===== src/rtl/uart_pkg.sv =====
// uart_pkg: shared definitions for the upduino 6502 UART receive path.
//   uart_rx_state_t  : receiver FSM state encoding
//   UART_DEFAULT_DIV : clock cycles per bit for 25.175 MHz / 115200 baud
//   uart_div()       : clock cycles per bit for a clock/baud pair (truncating)
package uart_pkg;

  typedef enum logic [2:0] {
    IDLE  = 3'd0,
    START = 3'd1,
    DATA  = 3'd2,
    STOP  = 3'd3,
    BREAK = 3'd4
  } uart_rx_state_t;

  localparam int unsigned UART_DEFAULT_DIV = 32'd218;

  // Truncating division matches UART_DEFAULT_DIV (25175000/115200 = 218.5).
  function automatic int unsigned uart_div(input int unsigned clk_hz,
                                           input int unsigned baud);
    int unsigned div_v;
    if (baud == 32'd0) begin
      div_v = 32'd0;
    end else begin
      div_v = clk_hz / baud;
    end
    return div_v;
  endfunction

endpackage


===== src/rtl/uart_rx_fifo.sv =====
// uart_rx_fifo: small synchronous FIFO for received bytes. Entry 0 is the head,
// so the head output comes straight from a register. Only compiled when
// UART_RX_FIFO_EN is defined; the default build uses a holding register.
//   clk_i, rst_i    : clock, synchronous active-high reset
//   push_i          : write push_data_i (ignored when full unless popping)
//   push_data_i     : byte to store
//   pop_i           : remove head (ignored when empty)
//   head_o          : oldest stored byte (registered)
//   valid_o         : FIFO not empty (registered)
//   full_o          : DEPTH entries stored
`ifdef UART_RX_FIFO_EN
module uart_rx_fifo #(
  parameter int unsigned WIDTH = 32'd8,
  parameter int unsigned DEPTH = 32'd4
) (
  input  logic             clk_i,
  input  logic             rst_i,
  input  logic             push_i,
  input  logic [WIDTH-1:0] push_data_i,
  input  logic             pop_i,
  output logic [WIDTH-1:0] head_o,
  output logic             valid_o,
  output logic             full_o
);

  localparam int unsigned AW = $clog2(DEPTH);
  localparam int unsigned CW = $clog2(DEPTH + 32'd1);
  localparam logic [CW-1:0] CNT_ZERO = {CW{1'b0}};
  localparam logic [CW-1:0] CNT_ONE  = {{(CW-1){1'b0}}, 1'b1};
  localparam logic [CW-1:0] CNT_FULL = CW'(DEPTH);

  logic [WIDTH-1:0] mem_q [DEPTH];
  logic [WIDTH-1:0] mem_d [DEPTH];
  logic [CW-1:0]    count_q, count_d;
  logic             valid_q;
  logic             pop_ok_s, push_ok_s;
  logic [AW-1:0]    wr_idx_s;

  assign pop_ok_s  = pop_i & (count_q != CNT_ZERO);
  // A full FIFO still accepts a push when the head leaves on the same edge.
  assign push_ok_s = push_i & ((count_q != CNT_FULL) | pop_ok_s);

  // Next-state: shift toward the head on pop, then write at the first free slot.
  always_comb begin
    mem_d    = mem_q;
    count_d  = count_q;
    wr_idx_s = AW'(count_q);
    if (pop_ok_s) begin
      for (int i = 0; i < int'(DEPTH) - 1; i++) begin
        mem_d[i] = mem_q[i+1];
      end
      wr_idx_s = AW'(count_q - CNT_ONE);
    end else begin
      wr_idx_s = AW'(count_q);
    end
    if (push_ok_s) begin
      mem_d[wr_idx_s] = push_data_i;
    end else begin
      mem_d[wr_idx_s] = mem_d[wr_idx_s];
    end
    count_d = count_q + CW'(push_ok_s) - CW'(pop_ok_s);
  end

  // Storage, occupancy and registered valid flag.
  always_ff @(posedge clk_i) begin
    if (rst_i) begin
      for (int i = 0; i < int'(DEPTH); i++) begin
        mem_q[i] <= {WIDTH{1'b0}};
      end
      count_q <= CNT_ZERO;
      valid_q <= 1'b0;
    end else begin
      mem_q   <= mem_d;
      count_q <= count_d;
      valid_q <= (count_d != CNT_ZERO);
    end
  end

  assign head_o  = mem_q[0];
  assign valid_o = valid_q;
  assign full_o  = (count_q == CNT_FULL);

endmodule
`endif


===== src/rtl/uart_rx.sv =====
// uart_rx: 8N1 serial receiver with valid/ready output.
// Optional feature macro: UART_RX_FIFO_EN -- when defined, received bytes go
// into a FIFO_DEPTH-entry FIFO (uart_rx_fifo); otherwise a single holding
// register is used.
//   clk       : system clock
//   rst       : synchronous active-high reset
//   rx        : asynchronous serial input, idle high
//   rx_data   : received byte, valid while rx_valid
//   rx_valid  : byte available
//   rx_ready  : consumer accepts (transfer on rx_valid && rx_ready)
//   frame_err : one-cycle pulse, stop bit sampled low
//   overrun   : one-cycle pulse, byte dropped because storage was full
//   busy      : receiver FSM not idle
module uart_rx
  import uart_pkg::*;
#(
  parameter int unsigned CLK_DIV    = UART_DEFAULT_DIV,
  parameter int unsigned FIFO_DEPTH = 32'd4
) (
  input  logic       clk,
  input  logic       rst,
  input  logic       rx,
  output logic [7:0] rx_data,
  output logic       rx_valid,
  input  logic       rx_ready,
  output logic       frame_err,
  output logic       overrun,
  output logic       busy
);

  localparam int unsigned CNT_W = $clog2(CLK_DIV);
  localparam logic [CNT_W-1:0] CNT_ZERO = {CNT_W{1'b0}};
  localparam logic [CNT_W-1:0] CNT_ONE  = {{(CNT_W-1){1'b0}}, 1'b1};
  localparam logic [CNT_W-1:0] HALF_M1  = CNT_W'(CLK_DIV / 32'd2 - 32'd1);
  localparam logic [CNT_W-1:0] FULL_M1  = CNT_W'(CLK_DIV - 32'd1);

  if (CLK_DIV < 32'd4 || CLK_DIV > 32'd65535) begin : g_bad_clk_div
    $error("uart_rx: CLK_DIV must be in 4..65535");
  end
  if (FIFO_DEPTH < 32'd2 || (FIFO_DEPTH & (FIFO_DEPTH - 32'd1)) != 32'd0) begin : g_bad_fifo_depth
    $error("uart_rx: FIFO_DEPTH must be a power of two >= 2");
  end

  logic             sync1_q, sync2_q, rx_s;
  logic [1:0]       fill_q;
  logic             armed_q;
  uart_rx_state_t   state_q, state_d;
  logic [CNT_W-1:0] cnt_q, cnt_d;
  logic [2:0]       bitn_q, bitn_d;
  logic [7:0]       sh_q, sh_d;
  logic             push_s, ferr_s, pop_s, full_s, overrun_s;
  logic             frame_err_q, overrun_q, busy_q;

  // Two-flop synchronizer on the asynchronous serial line.
  always_ff @(posedge clk) begin
    if (rst) begin
      sync1_q <= 1'b1;
      sync2_q <= 1'b1;
    end else begin
      sync1_q <= rx;
      sync2_q <= sync1_q;
    end
  end
  assign rx_s = sync2_q;

  // The synchronizer's reset value is not a real line level: wait until it has
  // refilled, then arm start detection only once the line is seen high, so a
  // line that is low across reset does not look like a new start bit.
  always_ff @(posedge clk) begin
    if (rst) begin
      fill_q  <= 2'b00;
      armed_q <= 1'b0;
    end else begin
      fill_q  <= {fill_q[0], 1'b1};
      armed_q <= armed_q | (fill_q[1] & rx_s);
    end
  end

  // Receiver FSM next-state, bit timer and shift register.
  always_comb begin
    state_d = state_q;
    cnt_d   = cnt_q;
    bitn_d  = bitn_q;
    sh_d    = sh_q;
    push_s  = 1'b0;
    ferr_s  = 1'b0;
    case (state_q)
      IDLE: begin
        if (armed_q && !rx_s) begin
          state_d = START;
          cnt_d   = HALF_M1;
        end else begin
          state_d = IDLE;
        end
      end
      START: begin
        if (cnt_q != CNT_ZERO) begin
          cnt_d = cnt_q - CNT_ONE;
        end else if (rx_s) begin
          state_d = IDLE;            // false start: line back high mid-bit
        end else begin
          state_d = DATA;
          cnt_d   = FULL_M1;
          bitn_d  = 3'd0;
        end
      end
      DATA: begin
        if (cnt_q != CNT_ZERO) begin
          cnt_d = cnt_q - CNT_ONE;
        end else begin
          sh_d   = {rx_s, sh_q[7:1]};  // LSB arrives first
          cnt_d  = FULL_M1;
          bitn_d = bitn_q + 3'd1;
          if (bitn_q == 3'd7) begin
            state_d = STOP;
          end else begin
            state_d = DATA;
          end
        end
      end
      STOP: begin
        if (cnt_q != CNT_ZERO) begin
          cnt_d = cnt_q - CNT_ONE;
        end else if (rx_s) begin
          // Leaving at mid-stop-bit lets the next start edge follow immediately.
          push_s  = 1'b1;
          state_d = IDLE;
        end else begin
          ferr_s  = 1'b1;
          state_d = BREAK;
        end
      end
      BREAK: begin
        if (rx_s) begin
          state_d = IDLE;
        end else begin
          state_d = BREAK;
        end
      end
      default: begin
        state_d = IDLE;
      end
    endcase
  end

  // FSM state and registered status outputs.
  always_ff @(posedge clk) begin
    if (rst) begin
      state_q     <= IDLE;
      cnt_q       <= CNT_ZERO;
      bitn_q      <= 3'd0;
      sh_q        <= 8'h00;
      frame_err_q <= 1'b0;
      overrun_q   <= 1'b0;
      busy_q      <= 1'b0;
    end else begin
      state_q     <= state_d;
      cnt_q       <= cnt_d;
      bitn_q      <= bitn_d;
      sh_q        <= sh_d;
      frame_err_q <= ferr_s;
      overrun_q   <= overrun_s;
      busy_q      <= (state_d != IDLE);
    end
  end

  assign pop_s = rx_valid & rx_ready;

`ifdef UART_RX_FIFO_EN
  uart_rx_fifo #(
    .WIDTH (32'd8),
    .DEPTH (FIFO_DEPTH)
  ) u_fifo (
    .clk_i       (clk),
    .rst_i       (rst),
    .push_i      (push_s),
    .push_data_i (sh_q),
    .pop_i       (pop_s),
    .head_o      (rx_data),
    .valid_o     (rx_valid),
    .full_o      (full_s)
  );
`else
  logic [7:0] hold_q;
  logic       hold_valid_q;

  // Single-entry holding register; a pop on the push edge frees the slot.
  always_ff @(posedge clk) begin
    if (rst) begin
      hold_q       <= 8'h00;
      hold_valid_q <= 1'b0;
    end else if (push_s && (!hold_valid_q || pop_s)) begin
      hold_q       <= sh_q;
      hold_valid_q <= 1'b1;
    end else if (pop_s) begin
      hold_valid_q <= 1'b0;
    end else begin
      hold_valid_q <= hold_valid_q;
    end
  end

  assign full_s   = hold_valid_q;
  assign rx_data  = hold_q;
  assign rx_valid = hold_valid_q;
`endif

  assign overrun_s = push_s & full_s & ~pop_s;

  assign frame_err = frame_err_q;
  assign overrun   = overrun_q;
  assign busy      = busy_q;

endmodule


===== config.mk =====
export PLATFORM = sky130hd
export DESIGN_NAME = uart_rx
export DESIGN_NICKNAME = d
export VERILOG_FILES = /design/src/rtl/uart_pkg.sv /design/src/rtl/uart_rx_fifo.sv /design/src/rtl/uart_rx.sv
export SDC_FILE = /design/constraint.sdc
export NUM_CORES = 1
export LEC_CHECK = 0
export ABC_AREA = 1
export BUFFER_PORTS_ARGS = -buffer_cell sky130_fd_sc_hd__buf_4
export CORE_ASPECT_RATIO = 0.8
export CORE_UTILIZATION = 45
export CTS_CLUSTER_DIAMETER = 100
export DETAILED_ROUTE_END_ITERATION = 10
export GPL_ROUTABILITY_DRIVEN = 0
export PLACE_DENSITY_LB_ADDON = 0.2
export SYNTH_ARGS = -nofsm -noshare
export SYNTH_HDL_FRONTEND = slang
export SYNTH_SLANG_ARGS = --single-unit

===== constraint.sdc =====
create_clock -name clk -period 4.2 [get_ports clk]
set_input_delay 0 -clock clk [delete_from_list [all_inputs] [get_ports clk]]
set_output_delay 0 -clock clk [all_outputs]
set_load 0.01 [all_outputs]

Yosys cells after proc, flatten, opt, wreduce, memory -nomap -nowiden
Cells that the tools add are included.
- bitwise gates (word level): 8
- mux-type cells: 25
- reductions and logical operators: 15
- equal/unequal tests: 11
- add/subtract/negate cells: 2
- operator list (operator ; number):
    $mux 8 ; 5
    $pmux 8 s4 ; 1
    $mux 3 ; 7
    $pmux 3 s5 ; 1
    $ne 2x2->1 const B ; 5
    $mux 1 ; 9
    $reduce_and 4->1 ; 2
    $reduce_bool 8->1 ; 1
    $sub 8x1->8 const B ; 1
    $eq 3x2->1 const B ; 2
    $eq 3x3->1 const B ; 2
    $pmux 3 s2 ; 1
    $and 1x1->1 ; 4
    $reduce_bool 2->1 ; 2
    $reduce_bool 4->1 ; 1
    $add 3x1->3 const B ; 1
    $eq 3x1->1 const B ; 1
    $logic_not 3->1 ; 1
    $ne 3x3->1 const B ; 1
    $not 1->1 ; 3
    $reduce_bool 3->1 ; 1
    $reduce_or 3->1 ; 1
    $logic_and 1x1->1 ; 2
    $logic_not 1->1 ; 2
    other kinds (4) ; 4
- flip-flop bits (word level): 39
- bits of input ports: 4
- word-level logic and storage cells: 75
- output and inout bits: 12

Longest topological paths before layout
- depth after elaboration: 5
- depth in mapped cells: 11
- mapped depth without buffers: 10

Least setup slack after synthesis
No wires, ideal clock.
- kind: register to register
- from: register cnt_q[0]
- to: register hold_q[0] (netlist: rx_data[0])
- period minus slack after synthesis: 1.419 ns
- library setup time: 0.113 ns
- arrival: 1.305 ns
- stages on the path, launching flop included: 10
- required time: 4.087 ns
- path slack: 2.781 ns
- buffers on the path: 0
- cells stage by stage: dfxtp_1 -> inv_1 -> ha_1 -> nand2_2 -> nor2_8 -> nand3_4 -> nor2_8 -> inv_2 -> nor2_1 -> nor2_1
- word-level cells in the longest chain between the ends: 4
- RTL lines (element ; RTL line ; RTL):
    start: declaration ; uart_rx.sv:48 ; logic [CNT_W-1:0] cnt_q, cnt_d;
    start signal: assignment ; uart_rx.sv:158 ; cnt_q <= cnt_d;
    $reduce_bool 8->1 ; uart_rx.sv:122 ; if (cnt_q != CNT_ZERO) begin
    $mux 1 ; uart_rx.sv:122 ;
    $mux 1 ; uart_rx.sv:87 ; case (state_q)
    $logic_and 1x1->1 ; uart_rx.sv:192 ; end else if (push_s && (!hold_valid_q || pop_s)) begin
    end signal: assignment ; uart_rx.sv:193 ; hold_q <= sh_q;
    end: declaration ; uart_rx.sv:184 ; logic [7:0] hold_q;
Every way passes these cells.
A chain may end at the register's enable or synchronous reset.

Final worst setup path
- from: register cnt_q[0]
- to: register sh_q[2]
- word-level cells in the longest chain between the ends: 3
- RTL lines (element ; RTL line ; RTL):
    $reduce_bool 8->1 ; uart_rx.sv:108 ; if (cnt_q != CNT_ZERO) begin
    $not 1->1 (no line) ; -- ;
    $reduce_and 2->1 (no line) ; -- ;
    end signal: assignment ; uart_rx.sv:152 ; sh_q <= 8'h00;
    end signal: assignment ; uart_rx.sv:160 ; sh_q <= sh_d;
    end: declaration ; uart_rx.sv:50 ; logic [7:0] sh_q, sh_d;
Every way passes these cells.

==> results.sh <==
export IMPL_p_per_area_nw_per_um2=388.3
export IMPL_fin_ws_ps=2536
export IMPL_htreeDepth=2
export IMPL_clock_fmax_ghz=0.6008
export IMPL_worstHoldPathCells=4
export IMPL_crit_path_max_incr_delay_ps=330
export IMPL_cp_slowest_cell="dfxtp_1"
export IMPL_worstHoldStart="rx_ready"
export IMPL_fp_coreArea_um2=3804
export IMPL_synth_edf_count=0
export IMPL_io_buffer_count=15
export IMPL_r2r_start="cnt_q[0]"
export IMPL_root_buffer="clkbuf_8"
export IMPL_drc=0
export IMPL_die_x_um=72.48
export IMPL_critical_path_class="reg2reg"
export IMPL_hp_class="in2reg"
export IMPL_required_ps=4380
export IMPL_multi_input_area_um2=859.6
export IMPL_globalRouteOverflowTotal=0
export IMPL_ff_latch_area_um2=780.7
export IMPL_synthTopCellsByArea="dfxtp_1 44%, nor2_1 11%, nand2_1 6.9%"
export IMPL_route_vias_total=1497
export IMPL_synth_top_area_frac=0.4367
export IMPL_period_needed_ps=1664
export IMPL_rsz0062_at_grt="no"
export IMPL_antenna_cells=0
export IMPL_ant_nets=0
export IMPL_p_leak_nw=1.009
export IMPL_ys_ff_latch=39
export IMPL_start_util=0.4701
export IMPL_ctsResizeCount=0
export IMPL_fin_setup_tns_ps=0
export IMPL_rr_endpoint="sh_q[2]"
export IMPL_rrSetupSlack_ps=2540
export IMPL_maxSlewHeadroom=0.5357
export IMPL_avgViaCountPerCell=4.693
export IMPL_fp_dieH_um=58.38
export IMPL_die_area_um2=4231
export IMPL_grt_pass1_vias=1307
export IMPL_numCtsBuffers=5
export IMPL_rows=20
export IMPL_cts_tree="done"
export IMPL_clkLatencyLatePin_ps=290
export IMPL_fin_crit_sh=0.3963
export IMPL_clock_sinks=39
export IMPL_drv_cap=0
export IMPL_netlist_area_um2=1788
export IMPL_ir_drop_mv=0.2126
export IMPL_hold_viol_final=0
export IMPL_tightest_slew_ps=695.7
export IMPL_cp_start_kind="flip-flop"
export IMPL_wl_mm=3.537
export IMPL_path_max_fanout=11
export IMPL_worstPathArrival_ps=1850
export IMPL_drive_gt1_frac=0.1780
export IMPL_setup_viol=0
export IMPL_synthDistinctLibCells=29
export IMPL_fin_skew_ps=8.229
export IMPL_antenna_found_initial=0
export IMPL_min_to="overrun"
export IMPL_grt_max_degree=26
export IMPL_fill_cells=377
export IMPL_async_flop_share=0
export IMPL_slew_viol_final=0
export IMPL_io_pins=16
export IMPL_dr_pass1_iters=4
export IMPL_path_cells="inv_1 > ha_1 > nand2_2 > nor2_8 > inv_2 > nor2_4 > inv_1 > nor2_1 > nor2_1"
export IMPL_yosys_area_top_type="dfxtp_1"
export IMPL_grt_first_pass_wirelength_mm=6.134
export IMPL_clk_pin_slew_worst_paths_ps=80
export IMPL_drt_iter0_drc=75
export IMPL_areaGrowthSynthToFinish_pct=17.77
export IMPL_syn_avg_cell_area_um2=7.358
export IMPL_cts_setup_buffers=0
export IMPL_r2r_cells=9
export IMPL_syn_nets=251
export IMPL_synthCells=243
export IMPL_track_usage=0.1897
export IMPL_yosys_warnings=0
export IMPL_cp_end_kind="flip-flop"
export IMPL_synthFlopType="dfxtp_1"
export IMPL_post_drt_wl_per_cell_um=11.09
export IMPL_fin_nets=271
export IMPL_outcome="complete, no violations"
export IMPL_pre_cts_slack_ps=2553
export IMPL_hpwl_mm=2.490
export IMPL_clock_path_buffers=2
export IMPL_yosysSeqAreaShare=0.4367
==> through the flow <==
stage	total power, mW	cell area [µm²]	util	std cells	hold WS [ps]
2_1_floorplan	0.4317	1788	-	243	76.79
3_3_place_gp	0.4430	1946	0.5115	309	189.0
3_5_place_dp	0.4434	1946	0.5115	309	190.7
4_1_cts	0.8270	2106	0.5536	319	44.61
5_1_grt	0.8498	2106	0.5536	319	98.46
6_report	0.8177	2106	0.5536	319	46.20
==> cell type report <==
| type | instances | share of cell area |
|---|---|---|
| Clock inverter | 3 | 0.03387 |
| Tap cell | 55 | 0.03268 |
| Timing Repair Buffer | 17 | 0.06298 |
| Multi-Input combinational cell | 167 | 0.4082 |
| Clock buffer | 5 | 0.03268 |
| Sequential cell | 39 | 0.3708 |
| Inverter | 33 | 0.05882 |
==> what timing repair did <==
action / CTS / global route
setup endpoints to repair: 0 / 0
hold endpoints to repair: 11 / 0
hold buffers: 2 / 0
==> cells by family (layout without fill, tap and decap cells) <==
logic type	Yosys count	count (layout)	share of synthesized area
AOI/OAI and AO/OA	42	42	0.1274
xor gates and xnor gates	2	2	0.009799
adders and majority gates	4	4	0.02799
buffers and inverters	37	58	0.08257
DFF	39	39	0.4367
and+or+nand+nor	119	119	0.3156
==> routing by layer <==
metal  track usage  wire length (µm)  share of wire
met1        0.2918              2036           0.58
met2        0.2563              1341           0.38
met3       0.04110               112          0.032
met4       0.06723                46          0.013
met5             0                 0              0
==> critical path: cells and delay by family, from the launching register on <==
family	cells	cell delay [ps]
AND/OR/NAND/NOR	5	670
buffers and inverters	3	360
flip-flops	1	330
adder cells (fa/ha/maj)	1	190
==> Yosys cell counts (3+ instances only) <==
cell and n:
o21ai_0 14, nor3_1 3, inv_1 25, ha_1 4
nand2_2 5, nor2_1 54, nand2_1 33, o21ai_1 11
a21oi_1 13, inv_2 7, nand3_1 11, dfxtp_1 39
nand4_1 3
==> worst max path at each step <==
stage                        start          to  slack, ps
after floorplan           cnt_q[0]  rx_data[0]       2780
after global placement    cnt_q[0]     sh_q[0]       2600
after detailed placement  cnt_q[0]     sh_q[2]       2550
after CTS                 cnt_q[0]     sh_q[2]       2530
after global routing      cnt_q[0]     sh_q[4]       2350
final                     cnt_q[0]     sh_q[2]       2540
==> flip-flops by register name, summed over array words and instances, names as in the netlist <==
signal,count
sync1_q,1
sh_q,8
frame_err,1
rx_s,1
cnt_q,8
state_q,3
armed_q,1
fill_q,2
overrun,1
bitn_q,3
rx_data,8
rx_valid,1
busy,1
==> cell usage in the layout (no fill, tap or decap), types with 2 or more instances in the layout <==
cell,synthesis,layout
a21oi_1,13,13
buf_4,0,15
bufinv_16,0,2
clkbuf_8,0,5
dfxtp_1,39,39
dlygate4sd3_1,0,2
ha_1,4,4
inv_1,25,25
inv_2,7,7
nand2_1,33,33
nand2_2,5,5
nand3_1,11,11
nand4_1,3,3
nor2_1,54,54
nor2_4,2,2
nor2_8,2,2
nor3_1,3,3
o21ai_0,14,14
o21ai_1,11,11
or2_2,2,2
xor2_1,2,2
==> report_power, final <==
| part | internal, mW | total (mW) | switching [mW] |
|---|---|---|---|
| logic | 0.0199 | 0.0565 | 0.0366 |
| clock network | 0.241 | 0.382 | 0.140 |
| registers | 0.375 | 0.380 | 0.00449 |
No activity file was read; power rests on OpenSTA's default activity.
